$ cat config.mk
export PLATFORM = sky130hd
export DESIGN_NAME = fifo_burst_reader
export DESIGN_NICKNAME = d
export VERILOG_FILES = /design/src/rtl/fifo_burst_reader.sv
export SDC_FILE = /design/constraint.sdc
export NUM_CORES = 1
export LEC_CHECK = 0
export ABC_AREA = 1
export BUFFER_PORTS_ARGS = -buffer_cell sky130_fd_sc_hd__buf_2
export CORE_ASPECT_RATIO = 0.9
export CORE_MARGIN = 8
export CORE_UTILIZATION = 45
export CTS_CLUSTER_DIAMETER = 30
export DETAILED_ROUTE_END_ITERATION = 12
export PLACE_DENSITY_LB_ADDON = 0.2
export SYNTH_ARGS = -nofsm -noshare
export SYNTH_HDL_FRONTEND = slang
export SYNTH_SLANG_ARGS = --single-unit
$ cat constraint.sdc
create_clock -name clk -period 3.6 [get_ports clk]
set_input_delay 0.72 -clock clk [delete_from_list [all_inputs] [get_ports clk]]
set_output_delay 0.72 -clock clk [all_outputs]
set_load 0.02 [all_outputs]
$ cat src/rtl/fifo_burst_reader.sv
// Drains a requested number of words from a FIFO into a valid/ready stream.
// A two-entry skid buffer absorbs the one-cycle FIFO read latency.
module fifo_burst_reader #(
   parameter int DATA_WIDTH = 32,
   parameter int LEN_WIDTH  = 6
) (
   input  logic                  clk,
   input  logic                  reset,
   input  logic                  empty,
   input  logic [DATA_WIDTH-1:0] data_out,
   output logic                  Read_enable,
   input  logic                  start,
   input  logic [LEN_WIDTH-1:0]  burst_len,
   output logic [DATA_WIDTH-1:0] m_data,
   output logic                  m_valid,
   input  logic                  m_ready,
   output logic                  busy,
   output logic                  done,
   output logic [LEN_WIDTH-1:0]  word_count
);

   typedef enum logic [1:0] {IDLE, RUN, FLUSH, DONE} state_t;

   localparam logic [LEN_WIDTH-1:0] LEN_ONE = 1;

   state_t state, state_nxt;

   logic [LEN_WIDTH-1:0]  len;
   logic [LEN_WIDTH-1:0]  issued;
   logic [1:0]            occ;
   logic                  inflight;
   logic [DATA_WIDTH-1:0] head;
   logic [DATA_WIDTH-1:0] tail;
   logic                  pop;
   logic [2:0]            level;
   logic                  last_issue;
   logic                  last_pop;

   assign m_valid = (occ != 2'd0);
   assign m_data  = head;
   assign pop     = m_valid && m_ready;

   // Buffer level once the in-flight word lands and the current pop leaves
   assign level = {1'b0, occ} + {2'b00, inflight} - {2'b00, pop};

   assign last_issue = Read_enable && (issued == len - LEN_ONE);
   assign last_pop   = pop && (occ == 2'd1) && !inflight;

   always_ff @(posedge clk or posedge reset) begin
      if (reset) state <= IDLE;
      else       state <= state_nxt;
   end

   always_comb begin
      state_nxt = state;
      unique case (state)
         IDLE: begin
            if (start)
               state_nxt = (burst_len != '0) ? RUN : DONE;
         end
         RUN: begin
            if (last_issue) state_nxt = FLUSH;
         end
         FLUSH: begin
            if (last_pop) state_nxt = DONE;
         end
         DONE: state_nxt = IDLE;
         default: state_nxt = IDLE;
      endcase
   end

   always_comb begin
      busy        = 1'b0;
      done        = 1'b0;
      Read_enable = 1'b0;
      unique case (state)
         RUN: begin
            busy        = 1'b1;
            Read_enable = !empty && (issued < len) && (level < 3'd2);
         end
         FLUSH: busy = 1'b1;
         DONE:  done = 1'b1;
         default: ;
      endcase
   end

   always_ff @(posedge clk or posedge reset) begin
      if (reset) begin
         len        <= '0;
         issued     <= '0;
         word_count <= '0;
         inflight   <= 1'b0;
         occ        <= 2'd0;
         head       <= '0;
         tail       <= '0;
      end else begin
         if (state == IDLE && start) begin
            len        <= burst_len;
            issued     <= '0;
            word_count <= '0;
         end else begin
            if (Read_enable)
               issued <= issued + LEN_ONE;
            if (pop && word_count < len)
               word_count <= word_count + LEN_ONE;
         end
         inflight <= Read_enable;
         case ({inflight, pop})
            2'b11: begin
               if (occ == 2'd1) begin
                  head <= data_out;
               end else begin
                  head <= tail;
                  tail <= data_out;
               end
            end
            2'b01: begin
               head <= tail;
               occ  <= occ - 2'd1;
            end
            2'b10: begin
               if (occ == 2'd0) head <= data_out;
               else             tail <= data_out;
               occ <= occ + 2'd1;
            end
            default: ;
         endcase
      end
   end

endmodule

* Word-level counts from Yosys, hierarchy flattened
Cells that the tools add are included.
Storage, ports and cells: flip-flop bits (word level) 87, output and inout port bits 42
Cells by class: add/sub/neg operators 7, $lt $le $gt $ge 3, eq/ne operators 14, muxes and demuxes 19, reductions and logical operators 23
Operators by type and width (number):
- $mux W32 | 4
- $pmux W32 S3 | 1
- $pmux W32 S2 | 1
- $mux W6 | 4
- $add A6 B1 Y6 const B | 2
- $lt A6 B6 Y1 | 2
- $ne A2 B2 Y1 const B | 6
- $reduce_bool A2 Y1 | 5
- $eq A2 B2 Y1 const B | 4
- $logic_and A1 B1 Y1 | 8
- $mux W2 | 4
- $pmux W2 S4 | 1
- $eq A2 B1 Y1 const B | 3
- $eq A6 B6 Y1 | 1
- $reduce_and A3 Y1 | 2
- $reduce_bool A6 Y1 | 1
- $sub A6 B1 Y6 const B | 1
- $logic_not A2 Y1 | 2
- $pmux W2 S2 | 1
- $add A2 B1 Y3 | 1
- $lt A3 B2 Y1 const B | 1
- $mux W1 | 3
- $reduce_bool A3 Y1 | 1
- $sub A3 B1 Y3 | 1
- 5 further kinds | 6

* Longest topological paths before layout
depth in word-level cells 9, mapped depth 20

* Worst setup path after synthesis
No wires, ideal clock.
path kind register -> output, start point reg occ[1], end point out Read_enable, arrival time 2.994 ns, data required time 2.880 ns, path slack -0.114 ns, cell stages (with the launch flop) 16, cell sequence dfrtp_1 -> inv_1 -> ha_1 -> inv_2 -> nand2_2 -> ha_1 -> inv_1 -> clkbuf_1 -> clkbuf_1 -> nand2_1 -> fa_1 -> or2_2 -> nand3_1 -> nor2_1 -> nand2_2 -> inv_1
Between the ends: cells in the longest elaborated chain, start to end 6
Ends and longest elaborated chain:
- start: declaration | line 30 | logic [1:0] occ;
- start signal: assignment | line 119 | occ <= occ - 2'd1;
- start signal: assignment | line 124 | occ <= occ + 2'd1;
- $reduce_bool A2 Y1 | line 39 | assign m_valid = (occ != 2'd0);
- named net m_valid | line 15 | output logic m_valid,
- $logic_and A1 B1 Y1 | line 41 | assign pop = m_valid && m_ready;
- $sub A3 B1 Y3 | line 44 | assign level = {1'b0, occ} + {2'b00, inflight} - {2'b00, pop};
- $lt A3 B2 Y1 | line 79 | Read_enable = !empty && (issued < len) && (level < 3'd2);
- $logic_and A1 B1 Y1 | line 79
- $mux W1 | line 76 | unique case (state)
- end: declaration | line 11 | output logic Read_enable,
The timed path passes the listed nets, and every way through them passes these cells.

* Worst setup path after layout
start point reg occ[1], end point out Read_enable
Between the ends: cells in the longest elaborated chain, start to end 6
Ends and longest elaborated chain (line):
- branches (longest 2 deep; another with $add A2 B1 Y3)
- $sub A3 B1 Y3 (*) | 44
- $lt A3 B2 Y1 (*) | 79
- $logic_and A1 B1 Y1 (*) | 79
- $mux W1 (*) | 76
Mark *: on every way between the ends.

==> results.sh <==
export IMPL_wirelength_mm=12.8
export IMPL_hold_end="tail[6]$_DFFE_PP0P_"
export IMPL_die_area_sq_um=14600
export IMPL_viasPerCell=5.23
export IMPL_r2r_end="issued[4]$_DFFE_PP0P_"
export IMPL_core_sq_um=10800
export IMPL_fin_crit_ns=3.42
export IMPL_grt_usage=0.183
export IMPL_hp_class="flip-flop to flip-flop"
export IMPL_final_hold_viol_count=0
export IMPL_grt_overflow_total=0
export IMPL_drv_cap=0
export IMPL_rrSetupSlack_ns=0.84
export IMPL_yosysTopAreaCell="dfrtp_1"
export IMPL_power_density_nw_per_um2=338
export IMPL_postSynthCellCount=642
export IMPL_drtIter0Drc=261
export IMPL_critPathLaunchType="flip-flop"
export IMPL_cp_end_kind="primary output"
export IMPL_dieHeight_microns=115
export IMPL_rr_startpoint="occ[1]$_DFFE_PP0N_"
export IMPL_num_vias=4474
export IMPL_report_final_slew_viol_count=0
export IMPL_worstHoldStart="tail[6]$_DFFE_PP0P_"
export IMPL_ys_warn_count=0
export IMPL_grt_pass1_vias=4454
export IMPL_period_share=0.949
export IMPL_final_net_count=785
export IMPL_setup_tns_ns=0
export IMPL_crit_chain="inv_1 -> ha_2 -> inv_2 -> nand2_4 -> ha_4 -> inv_2 -> nand2_1 -> fa_1 -> or2_2 -> nand3_1 -> nor2_1 -> nand2_2 -> inv_1 -> buf_2"
export IMPL_seq_area_frac_synth=0.442
export IMPL_rsz0062_at_grt="false"
export IMPL_outcome="finished, final reports clean"
export IMPL_irDropWorstVdd_mv=0.273
export IMPL_avgSynthCellArea_sq_um=7.67
export IMPL_clock_path_buffers=2
export IMPL_antenna_found_initial=0
export IMPL_ys_flop_type="dfrtp_1"
export IMPL_drtPass1Iterations=5
export IMPL_fmax_mhz=293
export IMPL_power_switching_uw=413
export IMPL_synth_area_leaders="dfrtp_1 (44%), nand2_1 (11%), o21ai_0 (8.2%), ha_1 (5.6%), inv_1 (5.1%)"
export IMPL_hold_path_depth=2
export IMPL_synth_distinct_cells=32
export IMPL_start_util=0.458
export IMPL_worst_path_max_delay_cell="fa_1"
export IMPL_cts_root_buf="clkbuf_16"
export IMPL_async_flop_share=1.00
export IMPL_power_share_switching=0.210
export IMPL_portBuffers=84
export IMPL_synthTopCellsByCount="nand2_1 (142), dfrtp_1 (87), o21ai_0 (81)"
export IMPL_synth_seq_cells=87
export IMPL_syn_area_sq_um=4930
export IMPL_synth_edf_count=0
export IMPL_cts_sinks=87
export IMPL_io_pins=85
export IMPL_syn_nets=708
export IMPL_rows=36
export IMPL_clkPwrFrac=0.469
export IMPL_hpwlAfterDp_mm=8.46
export IMPL_grt_pass1_wl_mm=21.5
export IMPL_htree_levels=3
export IMPL_p_comb_frac=0.033
export IMPL_die_w_microns=126
export IMPL_sequentialPowerShare=0.498
export IMPL_internal_power_uw=1550
export IMPL_power_leakage_uw=0.00284
export IMPL_holdBufCountCts=0
export IMPL_r2r_cells=16
export IMPL_drc=0
export IMPL_fillCellCount=1044
export IMPL_cts_buffers_inserted=9
export IMPL_tightest_slew_ns=1.06
export IMPL_ant_nets=0
export IMPL_path_class="flip-flop to primary output"
export IMPL_synth_top_cell_area_share=0.442
export IMPL_cp_required_ns=2.88
export IMPL_clk_pin_slew_ns=0.06
export IMPL_yosysMostFrequentCell="nand2_1"
export IMPL_gp_congestion=0.844
export IMPL_worstSkewPairLatency_ns=0.34
export IMPL_diodes=0
export IMPL_seq_area_sq_um=2180
export IMPL_setup_violations=0
export IMPL_syn_to_final_growth_pct=17.7
export IMPL_grt_max_degree=65
export IMPL_tritoncts="done"
export IMPL_cp_arrival_ns=2.70
export IMPL_utilization=0.539
export IMPL_worst_path_max_fanout=5
export IMPL_drive_above_1_share=0.173
export IMPL_routedWlPerCell_microns=15.0
export IMPL_multi_input_area_sq_um=2360
export IMPL_critPathMaxStageDelay_ns=0.39
export IMPL_finClkSkew_ns=0.00296
export IMPL_max_slew_margin=0.288
==> sequential cells by signal, summed over array words and instances, names as in the netlist <==
register    flops
inflight        1
issued          6
len             6
m_data         32
occ             2
state           2
tail           32
word_count      6
==> worst max-delay path by stage <==
| stage | start | endpoint | slack, ns | cells after the start |
|---|---|---|---|---|
| after detailed placement | m_ready | Read_enable | 0.15 | 12 |
| after global placement | m_ready | Read_enable | 0.25 | 12 |
| final | occ[1]$_DFFE_PP0N_ | Read_enable | 0.18 | 14 |
| after floorplan | occ[1]$_DFFE_PP0N_ | Read_enable | 0.09 | 15 |
| after CTS | occ[1]$_DFFE_PP0N_ | Read_enable | 0.04 | 14 |
| after global routing | occ[1]$_DFFE_PP0N_ | Read_enable | 0.03 | 14 |
==> cells by family after synthesis <==
family	synth area share
compound gates	0.210
xor+xnor	0.0178
fa+ha+maj	0.0599
buf+inv	0.0856
flops	0.442
simple gates	0.185
==> power by group through the flow <==
stage	Sequential, uW	Clock (uW)	Combinational [uW]
finish	978	920	64.9
global route	977	974	76.1
CTS	978	946	66.9
detailed placement	996	0	66.3
global placement	996	0	65.4
floorplan	996	0	28.5
==> layout by cell type (no fill, tap or decap), types with 2 or more instances in the layout <==
cell	count
nand4_1	3
o21ai_0	81
or2_2	2
dfrtp_1	87
nor2_1	48
xnor2_1	5
nand2_1	142
o31ai_1	2
ha_1	19
xor2_1	5
ha_2	2
o21ai_1	31
clkbuf_16	9
nand3_1	25
a21oi_1	40
inv_2	3
nor3_1	3
buf_2	84
clkbuf_1	3
a31oi_1	32
buf_4	15
inv_1	65
==> worst max-delay path: cells and delay by family, from the launching register on <==
family	cells	cell delay (ns)
simple gates	6	0.66
flops	1	0.38
fa+ha+maj	3	0.81
buf+inv	5	0.48
==> metal layers <==
layer | part of all wire | vias up | GRT usage
li1 | - | 2283 | -
met1 | 0.47 | 2058 | 0.220
met2 | 0.46 | 111 | 0.308
met3 | 0.053 | 22 | 0.0515
met4 | 0.019 | 0 | 0.0689
met5 | 0 | - | 0
==> stage by stage <==
step	instance area (sq um)	total power [uW]	worst slack (ns)	instances	hold slack (ns)
after floorplan	4930	1020	0.0870	642	0.469
after global placement	5440	1060	0.246	833	0.486
after detailed placement	5440	1060	0.152	833	0.494
after CTS	5750	1990	0.0404	849	0.509
after global routing	5800	2030	0.0314	855	0.524
final	5800	1960	0.183	855	0.509
==> repair_timing <==
action | 4_1_cts | 5_1_grt
setup endpoints to repair | 1 | 1
pin swaps | 0 | 2
setup buffers | 2 | 6
gates resized for setup | 2 | 1
==> final cells by class <==
class	count	area share
clock inverters	1	0.00518
repair buffers	100	0.0953
multi-input cells	452	0.407
inverters	69	0.0449
flip-flops and latches	87	0.375
well taps	133	0.0287
clock buffers	13	0.0431
Power figures use the tool's default switching activity.
